`config.mk`:
```
export PLATFORM = sky130hd
export DESIGN_NAME = bank_reader
export DESIGN_NICKNAME = d
export VERILOG_FILES = /design/src/rtl/bank_reader.sv
export SDC_FILE = /design/constraint.sdc
export NUM_CORES = 1
export LEC_CHECK = 0
export CORE_MARGIN = 8
export CORE_UTILIZATION = 43
export CTS_BUF_LIST = sky130_fd_sc_hd__clkbuf_4
export DETAILED_ROUTE_END_ITERATION = 16
export GPL_TIMING_DRIVEN = 1
export PLACE_DENSITY = 0.69
export SLEW_MARGIN = 20
export SYNTH_ARGS = -nofsm -noshare
export SYNTH_HDL_FRONTEND = slang
export SYNTH_SLANG_ARGS = --single-unit
```
`constraint.sdc`:
```
create_clock -name clk -period 4.94 [get_ports clk]
set_input_delay 0.988 -clock clk [delete_from_list [all_inputs] [get_ports clk]]
set_output_delay 0.988 -clock clk [all_outputs]
set_load 0.005 [all_outputs]
```
`src/rtl/bank_reader.sv`:
```
// Burst reader: snapshots a parallel bank and streams its elements one per
// accepted handshake, with length clamping, abort and a one-cycle done pulse.
module bank_reader #(
  parameter int unsigned DATA_WIDTH = 8,
  parameter int unsigned BANK_DEPTH = 8
) (
  input  logic                           clk,
  input  logic                           reset,
  input  logic                           start,
  input  logic                           abort,
  input  logic [3:0]                     length,
  input  logic [DATA_WIDTH*BANK_DEPTH-1:0] bank_data,
  input  logic                           out_ready,
  output logic [DATA_WIDTH-1:0]          out_data,
  output logic                           out_valid,
  output logic                           out_last,
  output logic [BANK_DEPTH-1:0]          select_line,
  output logic                           busy,
  output logic                           done
);

  localparam int unsigned IDX_W = (BANK_DEPTH > 1) ? $clog2(BANK_DEPTH) : 1;
  localparam int unsigned LEN_W = $clog2(BANK_DEPTH + 1);

  typedef enum logic [1:0] {
    S_IDLE,
    S_STREAM,
    S_DONE
  } state_t;

  state_t                state_q;
  state_t                state_d;
  logic [IDX_W-1:0]      index_q;
  logic [LEN_W-1:0]      len_q;
  logic [DATA_WIDTH-1:0] shadow_q [BANK_DEPTH];
  logic [LEN_W-1:0]      eff_len_c;
  logic                  last_c;
  logic                  launch_c;
  logic                  advance_c;

  // Zero or oversize requests stream the whole bank.
  always_comb begin
    if (length == 4'd0 || 32'(length) > BANK_DEPTH) begin
      eff_len_c = LEN_W'(BANK_DEPTH);
    end else begin
      eff_len_c = LEN_W'(length);
    end
  end

  assign last_c    = (LEN_W'(index_q) == (len_q - LEN_W'(1)));
  assign launch_c  = (state_q == S_IDLE) && start && !abort;
  assign advance_c = (state_q == S_STREAM) && !abort && out_ready && !last_c;

  // State register
  always_ff @(posedge clk or posedge reset) begin
    if (reset) begin
      state_q <= S_IDLE;
    end else begin
      state_q <= state_d;
    end
  end

  // Next-state logic; abort wins over both start and a transfer.
  always_comb begin
    state_d = state_q;
    case (state_q)
      S_IDLE: begin
        if (launch_c) state_d = S_STREAM;
      end
      S_STREAM: begin
        if (abort) begin
          state_d = S_IDLE;
        end else if (out_ready && last_c) begin
          state_d = S_DONE;
        end
      end
      S_DONE: begin
        state_d = S_IDLE;
      end
      default: begin
        state_d = S_IDLE;
      end
    endcase
  end

  // Shadow bank, latched length and element index
  always_ff @(posedge clk or posedge reset) begin
    if (reset) begin
      index_q <= '0;
      len_q   <= '0;
      for (int i = 0; i < int'(BANK_DEPTH); i++) begin
        shadow_q[i] <= '0;
      end
    end else if (launch_c) begin
      index_q <= '0;
      len_q   <= eff_len_c;
      for (int i = 0; i < int'(BANK_DEPTH); i++) begin
        shadow_q[i] <= bank_data[i*DATA_WIDTH +: DATA_WIDTH];
      end
    end else if (advance_c) begin
      index_q <= index_q + IDX_W'(1);
    end
  end

  // Outputs decode registered state only.
  always_comb begin
    out_valid   = 1'b0;
    out_last    = 1'b0;
    out_data    = '0;
    select_line = '0;
    busy        = (state_q != S_IDLE);
    done        = (state_q == S_DONE);
    if (state_q == S_STREAM) begin
      out_valid   = 1'b1;
      out_last    = last_c;
      out_data    = shadow_q[index_q];
      select_line = BANK_DEPTH'(1) << index_q;
    end
  end

endmodule

```
==> impl_metrics.ini <==
[outcome]
run_status = finished clean

[timing]
rsz0062_at_grt = false
setup_viol = 0
setup_slack_ns = 1.18
worst_pin_slew_ns = 0.880
clock_skew_ns = 0.0109
fmax_ghz = 0.266
tns_ns = 0
hold_violations = 0
drv_slew = 0
period_minus_slack_ns = 3.76
slew_headroom = 0.413
fin_crit_sh = 0.761

[floorplanning]
start_util = 0.441
row_count = 33
io_pins = 93
die_y_um = 107
die_area_mm2 = 0.0115
fp.dieW_um = 107
core_mm2 = 0.00813

[critical_path]
max_stage_delay_ns = 0.92
start_kind = register
required_ns = 3.95
worstSetupEndpointType = output pin
worstPathArrival_ns = 2.77
path_max_fanout = 15
crit_type = register to output pin
critical_path.slowest_cell = dfrtp_1
path_cells = buf_4 > mux4_2 > nand2_1 > a21oi_1 > clkdlybuf4s50_1

[clock_network]
path_clk_slew_ns = 0.11
clk_latency_ns = 0.40
clockBufferDepth = 2
htreeDepth = 3
cts_tree = yes
post-cts-setup-buffers = 0
ctsResizeCount = 0
cts_sinks = 73
cts_buffers = 9
postCtsHoldBufs = 0
clockRootBuffer = clkbuf_4

[finish]
final_nets = 561
syn2layout_area_growth_pct = 33.3
fillCellCount = 727
multi_input_area_mm2 = 0.00164
final_cells = 591
register_area_mm2 = 0.00183
drive_gt1_frac = 0.0866
fin_util = 0.587
final_area_mm2 = 0.00478

[global_route]
grt_start_max_net_pins = 74
antenna_found_initial = 0
grt_pass1_vias = 3143
track_usage = 0.163
overflow = 0
grt_pass1_wl_um = 15000

[synthesis]
ys_top_cells_by_area = dfrtp_1 51%, nand2_1 23%, mux4_2 10%, ha_1 2.4%, clkbuf_1 1.3%
yosys.area.top_type = dfrtp_1
async_flop_share = 1.00
yosysSeqAreaShare = 0.510
synth_cell_types = 35
yosys_warnings = 0
yosysMostFrequentCell = nand2_1
netlist_instances = 397
syn_area_mm2 = 0.00358
syn_area_per_cell_um2 = 9.03
yosys-top-cells-count = 216 x nand2_1, 73 x dfrtp_1, 16 x mux4_2, 12 x clkbuf_1, 8 x a21oi_1
syn_nets = 477
netlist.area_leader.share = 0.510
synth-main-ff-cell = dfrtp_1
synth_edf_count = 0
ys_seq_elements = 73

[pwr]
leakage_nw = 2.30
peakVddDrop_mv = 0.177
power_density_mw_per_mm2 = 384

[place]
place_hpwl_um = 6520
post-place-ws_ns = 1.58
postPlaceCellArea_mm2 = 0.00457
gp_congestion = 0.829
dpl.cell_count = 575
portBuffers = 92

[drt]
wl_per_cell_um = 15.0
vias_per_cell = 4.95
drt_iter0_drc = 86
drt_pass1_iterations = 4
num_vias = 2928
ant_nets = 0
drc = 0
wl_um = 8880

[min_path]
hold_class = register to register

[job]
maxCapViolCount = 0
## metrics by stage
| stage | hold slack (ns) | total power [mW] |
|---|---|---|
| after CTS | 0.484 | 1.85 |
| after detailed placement | 0.459 | 1.34 |
| final | 0.484 | 1.83 |
| after global routing | 0.505 | 1.94 |
| after global placement | 0.453 | 1.32 |
| after floorplan | 0.440 | 1.15 |
## routing by layer
layer	up-vias	routed length, um	GRT usage
li1	1435	-	-
met1	1402	3650	0.187
met2	77	4520	0.282
met3	14	499	0.0383
met4	0	199	0.0734
met5	-	0	0
## cells in the final DEF (no fill, tap or decap), drive strengths merged, types with 2 or more instances in the layout
cell type	instances
nor3b	3
nor2	6
mux4	16
and2	2
clkinv	2
buf	4
clkdlybuf4s50	92
bufinv	4
ha	7
mux2i	3
xnor2	3
inv	6
o211ai	2
nand2	216
dfrtp	73
a21oi	8
o21ai	4
and3	6
nand3b	3
or3b	2
clkbuf	9
## critical path: cells and delay by family (launching register included)
family | cells | cell delay, ns
AO/OA/AOI/OAI | 1 | 0.07
buffers and inverters | 2 | 0.79
flip-flops | 1 | 0.92
multiplexers | 1 | 0.51
AND/OR/NAND/NOR | 1 | 0.08
## kinds of logic after synthesis
logic type               after synthesis  synth area share
AO/OA/AOI/OAI                         18            0.0314
adder cells (fa/ha/maj)                7            0.0244
XOR/XNOR                               4           0.00978
multiplexers                          20             0.113
buffers and inverters                 30            0.0342
AND/OR/NAND/NOR                      245             0.277
flip-flops                            73             0.510
## state kept, by name, indices dropped and copies added (netlist names)
| name | cells |
|---|---|
| len_q | 4 |
| state_q | 2 |
| shadow_q | 64 |
| index_q | 3 |
## final timing paths
kind                       depth (start not counted)      endpoint  slack (ns)        start
max reg2reg                                        5    index_q[2]        2.48   index_q[0]
min                                                2   shadow_q[0]        0.48  shadow_q[0]
min in group asynchronous                          2  shadow_q[48]        1.02        reset
min reg2reg                                        2   shadow_q[0]        0.48  shadow_q[0]
max                                                5   out_data[4]        1.18   index_q[0]
max in group asynchronous                          3    state_q[1]        3.10        reset
## power by group
group,internal [mW],switching [mW]
Clock,0.303,0.207
Sequential,0.722,0.111
Combinational,0.283,0.206
## area by class of cell
cell class,instances,area share
Tap cell,105,0.0275
Inverter,7,0.00576
Clock buffer,9,0.0141
Timing Repair Buffer,96,0.199
Sequential cell,73,0.382
Clock inverter,6,0.0275
Multi-Input combinational cell,294,0.343
Antenna cell,1,0.000524
Power figures use the tool's default switching activity.
==> RTL edit 1: new RTL, config.mk and constraints unchanged <==
The 3 states of `state_t` get a one-hot encoding in 3 bits.
--- a/src/rtl/bank_reader.sv
+++ b/src/rtl/bank_reader.sv
@@ -22,10 +22,10 @@
   localparam int unsigned IDX_W = (BANK_DEPTH > 1) ? $clog2(BANK_DEPTH) : 1;
   localparam int unsigned LEN_W = $clog2(BANK_DEPTH + 1);
 
-  typedef enum logic [1:0] {
-    S_IDLE,
-    S_STREAM,
-    S_DONE
+  typedef enum logic [2:0] {
+    S_IDLE   = 3'b001,
+    S_STREAM = 3'b010,
+    S_DONE   = 3'b100
   } state_t;
 
   state_t                state_q;
Check against the original RTL: no difference found for any inputs over 10 cycles, from zero or initial values and one cycle with reset high; not proved beyond that.
==> RTL edit 1 against the unedited design <==
Worst hold slack better by 30 ps; final area down 1.6%; setup slack about the same; power down 17%; critical path depth unchanged; routed wire length down 12%; sequential cell count up 1; area after synthesis down 0.21%; clock skew up 3.9 ps; sequential share of layout area up 1.2 points; non-clock buffer count down 1.
==> RTL edit 1: results (changes against the unedited design) <==
status completed; gpl congestion 0.738 (-11%); Die Footprint 11,500 sq um (-0.19%); worst IR drop on VDD 210 uV (+19%); origin of the worst setup path index_q[1]; HP Start shadow_q[57]; GRT met2 Usage 23.1% (-5.1 points); vias in the first global route 2,653 (-16%); Post-synth top cells 73 x dfrtp_1, 64 x mux2_2, 18 x nand2_1; inverters 8 (+1); Worst-Skew Late Latency 400 ps (about the same); vias per inst 5.17 (+4.3%); Synth Area in Compound Gates 3.85% (+0.71 points); Seq/Total Area, Yosys 51.8% (+0.84 points); layout clock buffer count 10 (+1); DR WL met3 546 microns (+9.4%); clk tree area frac 2.82% (-1.3 points); PD cells 324 nW/um^2 (-15%); multi-input combinational area share 34.2% (-0.13 points); FF+latch area 1850 sq um (+1.4%); count of multi-input gates 161 (-45%); WL met1 3250 microns (-11%); synth warn 0 (unchanged); slowest cell delay on critical path 1010 ps (+90 ps); Syn Area/Cell 13.8 sq um (+53%); Regs by FF count shadow_q x64, len_q x4; adder and majority gate portion of the synthesized area 2.45% (+0.0051 points); GRT Total Usage 14.3% (-2.0 points); # fillers 669 (-8.0%); met1 Use GR 17.1% (-1.7 points); WP data arrival 2770 ps (about the same); Sw Pwr 394 uW (-25%); Layout Skew 14.8 ps (+3.92 ps); drt total wl 7820 microns (-12%); non-clk buf share 20.1% (+0.16 points); Synth Area in XOR/XNOR 1.36% (+0.39 points); first-pass GRT wire length 13,000 microns (-13%); Placement Setup Slack 1640 ps (+61.8 ps); Detailed Place HPWL 5800 microns (-11%); Yosys cell types 34 (-2.9%); syn_nets 339 (-29%); DRT iter0 DRCs 72 (-16%); Crit Path Max Fanout 21 (+6); Final Non-Filler Cells 460 (-22%); share of cells above drive strength 1 28.5% (+20 points); worst rel slew slack 35.0% (-6.3 points); P_leak 1.90 nW (-17%); area post-placement 4560 sq um (-0.22%); met2 WL 3880 microns (-14%); Flop+latch power 813 uW (-2%); grt met3 use 4.38% (+0.55 points); Worst R2R Start state_q[0]; initial antenna violation count 1 (+1); P_comb 354 uW (-28%); num sequential 74 (+1.4%); Area contributors post-synth dfrtp_1 51%, mux2_2 20%, mux4_2 10%; bufs w/o clock 95 (-1.0%); final net count 429 (-24%); mux cell area share after synthesis 30.2% (+19 points)
-- RTL edit 1: cell count changes in the layout (fill, tap and decap cells not counted), sizes merged, moves of 3 or more --
cell and delta:
xnor2 -3, mux2 +63, bufinv -3, nor3 +3, mux2i -3, nand2 -198
-- RTL edit 1: final timing paths --
check | cells after the start | to | slack, ps
max reg2reg | 4 | shadow_q[32] | 2540
max in group asynchronous | 3 | shadow_q[52] | 3060
min in group asynchronous | 2 | shadow_q[11] | 1020
min | 1 | shadow_q[57] | 510
min reg2reg | 1 | shadow_q[57] | 510
max | 5 | out_last | 1180
-- RTL edit 1: cell families after synthesis --
group                      Yosys count
buffers and inverters               24
xor gates and xnor gates             4
muxes                               80
adders and majority gates            7
and+or+nand+nor                     48
DFF                                 74
AOI/OAI and AO/OA                   22
-- RTL edit 1: worst register-to-register path: cells and delay by family (launching register included) --
| family | cells | cell delay [ps] |
|---|---|---|
| DFF | 1 | 570 |
| muxes | 1 | 460 |
| and+or+nand+nor | 2 | 590 |
| buffers and inverters | 1 | 670 |
==> RTL edit 2: new RTL, same settings <==
Made on the original files. `DATA_WIDTH`: 8 -> 6.
--- a/src/rtl/bank_reader.sv
+++ b/src/rtl/bank_reader.sv
@@ -1,7 +1,7 @@
 // Burst reader: snapshots a parallel bank and streams its elements one per
 // accepted handshake, with length clamping, abort and a one-cycle done pulse.
 module bank_reader #(
-  parameter int unsigned DATA_WIDTH = 8,
+  parameter int unsigned DATA_WIDTH = 6,
   parameter int unsigned BANK_DEPTH = 8
 ) (
   input  logic                           clk,
Interface: changed (resized bank_data and out_data); port bits go from 93 to 75. The function was not compared with the original's and may differ.
==> RTL edit 2 against the unedited design <==
Setup slack better by 170 ps; routed wire length down 22%; power is 20% lower; sequential cell count fell by 16; final area is 22% lower; maximum frequency grew 4.6%; first-iteration DRC count shrank 15%; critical path type unchanged; area after synthesis down 19%.
==> RTL edit 2: results (changes against the unedited design) <==
P_leak 1.82 nW (-21%); syn_nets 379 (-21%); Hold Crit Endpoint shadow_q[11]; via count 2,334 (-20%); WL/cell 14.9 microns (-0.94%); GRT Total Usage 15.5% (-0.80 points); Post-CTS Repair Setup Buffers 0 (unchanged); Area contributors post-synth dfrtp_1 49%, nand2_1 21%, mux4_2 9.3%; cell with the most instances after synthesis nand2_1; Yosys cell types 30 (-14%); HP Start shadow_q[11]; reg2reg setup slack 2870 ps (+390 ps); Regs by FF count shadow_q x48, len_q x4, index_q x3; Seq/Total Area, Yosys 49.1% (-1.9 points); DRT iter0 DRCs 73 (-15%); worst hold slack 475 ps (-9.53 ps); area post-placement 3610 sq um (-21%); worst rel slew slack 28.8% (-13 points); slowest cell delay on critical path 980 ps (+60 ps); status completed; vias in the first global route 2,512 (-20%); final net count 447 (-20%); Reg clk slew, reported paths 90 ps (-20 ps); worst IR drop on VDD 176 uV (-0.84%); Placement Setup Slack 1730 ps (+157 ps); Layout Skew 6.34 ps (-4.53 ps); Detailed Place HPWL 5000 microns (-23%); synthesized instance count 315 (-21%); gpl congestion 0.844 (+1.8%); share of cells above drive strength 1 8.79% (+0.13 points)
-- RTL edit 2: cell types whose count changed after synthesis, moves of 5 or more --
cell,change
nand2_1,-53
dfrtp_1,-16
clkbuf_1,-10
buf_1,-5
buf_8,+5
-- RTL edit 2: cells by family after synthesis --
group / after synthesis / share of synthesized area (%)
AO/OA/AOI/OAI: 18 / 3.71
XOR/XNOR: 2 / 0.603
AND/OR/NAND/NOR: 190 / 27.1
buffers and inverters: 27 / 6.46
multiplexers: 14 / 10.0
adder cells (fa/ha/maj): 7 / 3.02
flip-flops: 57 / 49.1
-- RTL edit 2: worst min-delay path: cells and delay by family (launching register included) --
| family | cells | cell delay [ps] |
|---|---|---|
| DFF | 1 | 350 |
| and+or+nand+nor | 2 | 100 |
-- RTL edit 2: layout make-up --
class | count | area [sq um] | area share [%]
flip-flops and latches | 57 | 1430 | 38.2
multi-input cells | 231 | 1290 | 34.7
repair buffers | 76 | 756 | 20.3
well taps | 80 | 100 | 2.68
clock buffers | 10 | 75.1 | 2.01
clock inverters | 5 | 47.5 | 1.27
inverters | 8 | 30.0 | 0.805
-- RTL edit 2: worst max path at each step --
stage                from          end  slack, ps
4_1_cts        index_q[0]  out_data[3]       1290
3_5_place_dp   index_q[0]  out_data[3]       1730
3_3_place_gp   index_q[0]  out_data[1]       1750
2_1_floorplan       reset   index_q[0]       2550
6_report       index_q[0]  out_data[1]       1350
5_1_grt        index_q[0]  out_data[0]       1190
-- RTL edit 2: layer usage --
metal	share of wire (%)	global-route usage, %
met1	44	17.9
met2	47	25.6
met3	6.9	4.55
met4	2.5	8.03
met5	0	0
-- RTL edit 2: power by group --
group	switching (mW)	total [mW]	internal [mW]
registers	0.120	0.691	0.571
logic	0.187	0.453	0.267
clock network	0.165	0.318	0.153
total	0.472	1.46	0.990
